$ cat src/rtl/d_mem_axi_bridge.sv
// Bridges the d_cache strobe/ready memory port onto single-beat AXI3 master transactions, one outstanding.
// Optional macro DMEM_BUS_ERR_EN adds a sticky bus-error flag with the first faulting address.
module d_mem_axi_bridge #(
    parameter logic [3:0] AXI_ID  = 4'd1,
    parameter int         A_WIDTH = 32
) (
    input  logic               clk,
    input  logic               rst,
    input  logic [A_WIDTH-1:0] m_a,
    input  logic [31:0]        m_din,
    input  logic               m_strobe,
    input  logic [3:0]         m_wen,
    input  logic [1:0]         m_size,
    input  logic               m_rw,
    output logic               m_ready,
    output logic [31:0]        m_dout,
    output logic [3:0]         arid,
    output logic [A_WIDTH-1:0] araddr,
    output logic [3:0]         arlen,
    output logic [2:0]         arsize,
    output logic [1:0]         arburst,
    output logic               arvalid,
    input  logic               arready,
    input  logic [31:0]        rdata,
    input  logic [1:0]         rresp,
    input  logic               rlast,
    input  logic               rvalid,
    output logic               rready,
    output logic [3:0]         awid,
    output logic [A_WIDTH-1:0] awaddr,
    output logic [3:0]         awlen,
    output logic [2:0]         awsize,
    output logic [1:0]         awburst,
    output logic               awvalid,
    input  logic               awready,
    output logic [3:0]         wid,
    output logic [31:0]        wdata,
    output logic [3:0]         wstrb,
    output logic               wlast,
    output logic               wvalid,
    input  logic               wready,
    input  logic [1:0]         bresp,
    input  logic               bvalid,
    output logic               bready
`ifdef DMEM_BUS_ERR_EN
    ,
    output logic               bus_err,
    output logic [A_WIDTH-1:0] bus_err_addr
`endif
);

    typedef enum logic [2:0] {
        S_IDLE,
        S_RD_ADDR,
        S_RD_DATA,
        S_WR_ADDR,
        S_WR_RESP,
        S_DONE
    } state_t;

    state_t             state_q, state_d;
    logic [A_WIDTH-1:0] addr_q, addr_d;
    logic [31:0]        din_q, din_d;
    logic [3:0]         wen_q, wen_d;
    logic [1:0]         size_q, size_d;
    logic [31:0]        dout_q, dout_d;
    logic               arvalid_q, arvalid_d;
    logic               rready_q, rready_d;
    logic               awvalid_q, awvalid_d;
    logic               wvalid_q, wvalid_d;
    logic               bready_q, bready_d;
    logic               aw_done_q, aw_done_d;
    logic               w_done_q, w_done_d;
    logic               m_ready_q, m_ready_d;
    logic               aw_hs, w_hs;
    logic               aw_fin, w_fin;

`ifdef DMEM_BUS_ERR_EN
    logic               bus_err_q, bus_err_d;
    logic [A_WIDTH-1:0] bus_err_addr_q, bus_err_addr_d;
    logic               err_seen;
`endif

    // rlast is implied by single-beat reads; responses matter only for the optional error flag.
    logic unused_resp;
    assign unused_resp = ^{rlast, rresp, bresp};

    assign aw_hs  = awvalid_q & awready;
    assign w_hs   = wvalid_q & wready;
    assign aw_fin = aw_done_q | aw_hs;
    assign w_fin  = w_done_q | w_hs;

    always_comb begin
        state_d   = state_q;
        addr_d    = addr_q;
        din_d     = din_q;
        wen_d     = wen_q;
        size_d    = size_q;
        dout_d    = dout_q;
        arvalid_d = arvalid_q;
        rready_d  = rready_q;
        awvalid_d = awvalid_q;
        wvalid_d  = wvalid_q;
        bready_d  = bready_q;
        aw_done_d = aw_done_q;
        w_done_d  = w_done_q;
        m_ready_d = 1'b0;
`ifdef DMEM_BUS_ERR_EN
        bus_err_d      = bus_err_q;
        bus_err_addr_d = bus_err_addr_q;
        err_seen       = 1'b0;
`endif
        case (state_q)
            S_IDLE: begin
                if (m_strobe) begin
                    addr_d = m_a;
                    din_d  = m_din;
                    wen_d  = m_wen;
                    size_d = m_size;
                    if (!m_rw) begin
                        state_d   = S_RD_ADDR;
                        arvalid_d = 1'b1;
                    end else begin
                        state_d   = S_WR_ADDR;
                        awvalid_d = 1'b1;
                        wvalid_d  = 1'b1;
                        aw_done_d = 1'b0;
                        w_done_d  = 1'b0;
                    end
                end
            end
            S_RD_ADDR: begin
                if (arvalid_q && arready) begin
                    arvalid_d = 1'b0;
                    rready_d  = 1'b1;
                    state_d   = S_RD_DATA;
                end
            end
            S_RD_DATA: begin
                if (rready_q && rvalid) begin
                    dout_d    = rdata;
                    rready_d  = 1'b0;
                    m_ready_d = 1'b1;
                    state_d   = S_DONE;
`ifdef DMEM_BUS_ERR_EN
                    err_seen  = rresp[1];
`endif
                end
            end
            S_WR_ADDR: begin
                // AW and W retire independently; either order or the same cycle is fine.
                if (aw_hs) begin
                    awvalid_d = 1'b0;
                    aw_done_d = 1'b1;
                end
                if (w_hs) begin
                    wvalid_d = 1'b0;
                    w_done_d = 1'b1;
                end
                if (aw_fin && w_fin) begin
                    bready_d = 1'b1;
                    state_d  = S_WR_RESP;
                end
            end
            S_WR_RESP: begin
                if (bready_q && bvalid) begin
                    bready_d  = 1'b0;
                    m_ready_d = 1'b1;
                    state_d   = S_DONE;
`ifdef DMEM_BUS_ERR_EN
                    err_seen  = bresp[1];
`endif
                end
            end
            S_DONE: begin
                // The request still on m_strobe is the one just retired, so it is not re-issued.
                state_d = S_IDLE;
            end
            default: begin
                state_d = S_IDLE;
            end
        endcase
`ifdef DMEM_BUS_ERR_EN
        if (err_seen && !bus_err_q) begin
            bus_err_d      = 1'b1;
            bus_err_addr_d = addr_q;
        end
`endif
    end

    always_ff @(posedge clk or posedge rst) begin
        if (rst) begin
            state_q   <= S_IDLE;
            addr_q    <= '0;
            din_q     <= '0;
            wen_q     <= '0;
            size_q    <= '0;
            dout_q    <= '0;
            arvalid_q <= 1'b0;
            rready_q  <= 1'b0;
            awvalid_q <= 1'b0;
            wvalid_q  <= 1'b0;
            bready_q  <= 1'b0;
            aw_done_q <= 1'b0;
            w_done_q  <= 1'b0;
            m_ready_q <= 1'b0;
        end else begin
            state_q   <= state_d;
            addr_q    <= addr_d;
            din_q     <= din_d;
            wen_q     <= wen_d;
            size_q    <= size_d;
            dout_q    <= dout_d;
            arvalid_q <= arvalid_d;
            rready_q  <= rready_d;
            awvalid_q <= awvalid_d;
            wvalid_q  <= wvalid_d;
            bready_q  <= bready_d;
            aw_done_q <= aw_done_d;
            w_done_q  <= w_done_d;
            m_ready_q <= m_ready_d;
        end
    end

`ifdef DMEM_BUS_ERR_EN
    always_ff @(posedge clk or posedge rst) begin
        if (rst) begin
            bus_err_q      <= 1'b0;
            bus_err_addr_q <= '0;
        end else begin
            bus_err_q      <= bus_err_d;
            bus_err_addr_q <= bus_err_addr_d;
        end
    end

    assign bus_err      = bus_err_q;
    assign bus_err_addr = bus_err_addr_q;
`endif

    assign m_ready = m_ready_q;
    assign m_dout  = dout_q;

    assign arid    = AXI_ID;
    assign araddr  = addr_q;
    assign arlen   = 4'd0;
    assign arsize  = {1'b0, size_q};
    assign arburst = 2'b01;
    assign arvalid = arvalid_q;
    assign rready  = rready_q;

    assign awid    = AXI_ID;
    assign awaddr  = addr_q;
    assign awlen   = 4'd0;
    assign awsize  = {1'b0, size_q};
    assign awburst = 2'b01;
    assign awvalid = awvalid_q;

    assign wid     = AXI_ID;
    assign wdata   = din_q;
    assign wstrb   = wen_q;
    assign wlast   = 1'b1;
    assign wvalid  = wvalid_q;
    assign bready  = bready_q;

endmodule

$ cat config.mk
export PLATFORM = sky130hd
export DESIGN_NAME = d_mem_axi_bridge
export DESIGN_NICKNAME = d
export VERILOG_FILES = /design/src/rtl/d_mem_axi_bridge.sv
export SDC_FILE = /design/constraint.sdc
export NUM_CORES = 1
export LEC_CHECK = 0
export ABC_AREA = 1
export CAP_MARGIN = 10
export CORE_UTILIZATION = 42
export CTS_CLUSTER_SIZE = 30
export DETAILED_ROUTE_END_ITERATION = 8
export PLACE_DENSITY = 0.92
export SLEW_MARGIN = 40
export SYNTH_ARGS = -nofsm -noshare
export SYNTH_HDL_FRONTEND = slang
export SYNTH_SLANG_ARGS = --single-unit
$ cat constraint.sdc
create_clock -name clk -period 7.4 [get_ports clk]
set_input_delay 2.22 -clock clk [delete_from_list [all_inputs] [get_ports clk]]
set_output_delay 2.22 -clock clk [all_outputs]
set_load 0.05 [all_outputs]
==> run metrics <==
CP endpoint kind primary output; initial antenna violation count 0; Critical Setup Path Class flop to primary output; data required time of the critical path 5.18 ns; Synth Cell Area 5017 µm²; Buf/Inv on CP 1; post-synth top area cell sky130_fd_sc_hd__dfrtp_1; arrival time of data at the critical path endpoint 1.64 ns; growth of design area from synthesis to finish 55.21%; pin count of the biggest net entering global routing 74; warnings from Yosys 0; Crit path depth 1; remaining global-route overflow 0; Detailed Route Iter0 Violations 376; worst-margin pin slew 0.7952 ns; Antenna Cells 0; clock skew 0.009177 ns; CTS Root Buffer Type sky130_fd_sc_hd__clkbuf_16; average routed wire per standard cell 14.82 µm; Fillers 903; Hold Path Stages 2; worst rel slew slack 46.98%; most frequent cells after synthesis 271 x sky130_fd_sc_hd__nand2_1, 113 x sky130_fd_sc_hd__dfrtp_1, 78 x sky130_fd_sc_hd__nand3_1; critical path cell sequence clkdlybuf4s50_1; Max rail drop VDD 0.2592 mV; P per Cell Area 574.7 nW/µm²; dominant register cell in the synthesized netlist sky130_fd_sc_hd__dfrtp_1; failing checks design-rule violations; number of setup buffers added after CTS 0; Residual DRC 40; clock insertion delay at the later pin of the skew report 0.41 ns; average via count per standard cell 4.755; portion of total power attributed to combinational logic 58.8%; sequential share of power 24.3%; count of unique library cells instantiated by Yosys 16; cell family contributing the most delay on the critical path buffers and inverters; share of the synthesized area in the top cell type 56.36%; hold-fix buffers at CTS 0; height of the die 111.3 µm; count of standard-cell rows 39; Routed WL 14110 µm; clock tree buffer depth 2; share of synthesized area occupied by flip-flops and latches 56.36%; Tcrit/Tclk final 52.11%; switching power summed over all nets 2.331 mW; port bufs 252; total clock buffers created by CTS 17; total number of H-tree levels 4; final count of hold timing violations 0; power share of the clock group 16.9%; placer's final routability congestion estimate 0.7731; Maximum Capacitance Violations 0; area enclosed by the die boundary 12390 µm²; cell leakage power 3.829 nW; pre-CTS setup slack 3.372 ns; post-layout net count 912; detailed placement HPWL 9525 µm; leading cell types by total area after synthesis sky130_fd_sc_hd__dfrtp_1 56%, sky130_fd_sc_hd__nand2_1 20%, sky130_fd_sc_hd__buf_4 10%, sky130_fd_sc_hd__nand3_1 7.8%, sky130_fd_sc_hd__buf_2 1.4%; number of endpoints failing setup at the final stage 0; worst min-delay path class flop to flop; Post-Syn Instances 586; global-route usage over all layers 23.59%; Critical Path Source Type flop; final-report max-slew violation count 0; critical path's largest stage delay 0.84 ns; Max stage delay cell, worst path sky130_fd_sc_hd__clkdlybuf4s50_1; first-pass GRT wire length 22840 µm; Detailed Routing Iterations Pass 1 7; sinks on the clock net 113; share of async-settable or async-resettable flops after synthesis 100.0%; cell internal power dissipation 2.144 mW; fraction of final layout cells sized beyond drive strength 1 5.562%; outcome complete, but fails checks; R2R cell count 8; setup ws final 3.544 ns; routed vias 4527; largest driver fanout on the critical path 3; I/O pins 285; min Tclk post-route 3.856 ns; Max Clock Freq 259.3 MHz; number of enable flip-flop cells after synthesis 0; effective utilization at floorplan 43.57%; clock slew at reported path FFs 0.06 ns; # resized after CTS 0; number of global-route vias before repair 4539; Synth Area per Inst 8.562 µm²; clock tree from TritonCTS yes; unrepaired setup endpoints after global routing false; flip-flop and latch count after synthesis 113; placeable core area 11520 µm²; ANT nets after route 0; Final TNS setup 0 ns; count leader, synth sky130_fd_sc_hd__nand2_1; fraction of power spent switching nets 52.09%; horizontal extent of the die 111.3 µm
[cell usage in the layout (no fill, tap or decap), drive strengths merged]
cell | Yosys | routed
nor3 | 1 | 1
a21boi | 2 | 2
clkdlybuf4s50 | 0 | 251
nand4 | 2 | 2
clkinvlp | 0 | 5
inv | 13 | 18
nor2 | 4 | 4
clkinv | 0 | 3
clkbuf | 8 | 19
dfrtp | 113 | 113
buf | 83 | 6
a21oi | 1 | 1
o21ai | 8 | 8
nand3 | 78 | 78
nand2 | 271 | 271
conb | 2 | 27
[registers in the layout (all words and copies together) (netlist names), 2 cells and up]
name	count
wstrb	4
m_dout	32
state_q	3
size_q	2
araddr	32
wdata	32
[cell families (layout without fill, tap and decap cells)]
| family | count (synthesis) | in the layout | synth area share [%] |
|---|---|---|---|
| AO/OA/AOI/OAI | 11 | 11 | 1.197 |
| buffers and inverters | 104 | 302 | 13.37 |
| other | 2 | 27 | 0.1497 |
| flip-flops | 113 | 113 | 56.36 |
| AND/OR/NAND/NOR | 356 | 356 | 28.93 |
[path summary, 6_finish.rpt]
check	slack, ns	end	startpoint
min	0.47	wdata[22]	wdata[22]
max reg2reg	5.19	awvalid	state_q[1]
min reg2reg	0.47	wdata[22]	wdata[22]
max	3.54	awaddr[24]	araddr[24]
min in group asynchronous	2.26	araddr[3]	rst
max in group asynchronous	4.02	wstrb[0]	rst
[power by group through the flow]
stage / logic (mW) / registers (mW) / clock network (mW)
5_1_grt: 2.77 / 1.13 / 0.802
4_1_cts: 2.65 / 1.09 / 0.767
2_1_floorplan: 0.966 / 2.00 / 0
6_report: 2.63 / 1.09 / 0.755
3_3_place_gp: 2.60 / 1.08 / 0
3_5_place_dp: 2.64 / 1.09 / 0
[through the flow]
stage / hold slack, ns / util [%] / cells / power (mW) / instance area, µm²
after floorplan: 0.4367 / - / 611 / 2.968 / 5111
after global placement: 0.4503 / 62.77 / 920 / 3.679 / 7228
after detailed placement: 0.4571 / 62.77 / 920 / 3.733 / 7228
after CTS: 0.4713 / 67.60 / 952 / 4.503 / 7785
after global routing: 0.4829 / 67.62 / 952 / 4.694 / 7787
final: 0.4681 / 67.62 / 952 / 4.475 / 7787
[final cells by class]
type | count | area (µm²) | share of cell area, %
Clock buffer | 19 | 452.9 | 5.816
Tap cell | 143 | 178.9 | 2.298
Clock inverter | 13 | 103.9 | 1.334
Inverter | 13 | 53.80 | 0.6909
Sequential cell | 113 | 2828 | 36.31
Timing Repair Buffer | 257 | 2555 | 32.81
Multi-Input combinational cell | 394 | 1615 | 20.74
[per-layer routing]
layer  part of all wire, %  global-route usage [%]  vias to the layer above
li1                      -                       -                     2169
met1                    39                   27.34                     2122
met2                    51                   40.71                      199
met3                   6.4                   6.124                       37
met4                   3.4                   11.08                        0
met5                     0                       0                        -
No activity file was read; power rests on OpenSTA's default activity.
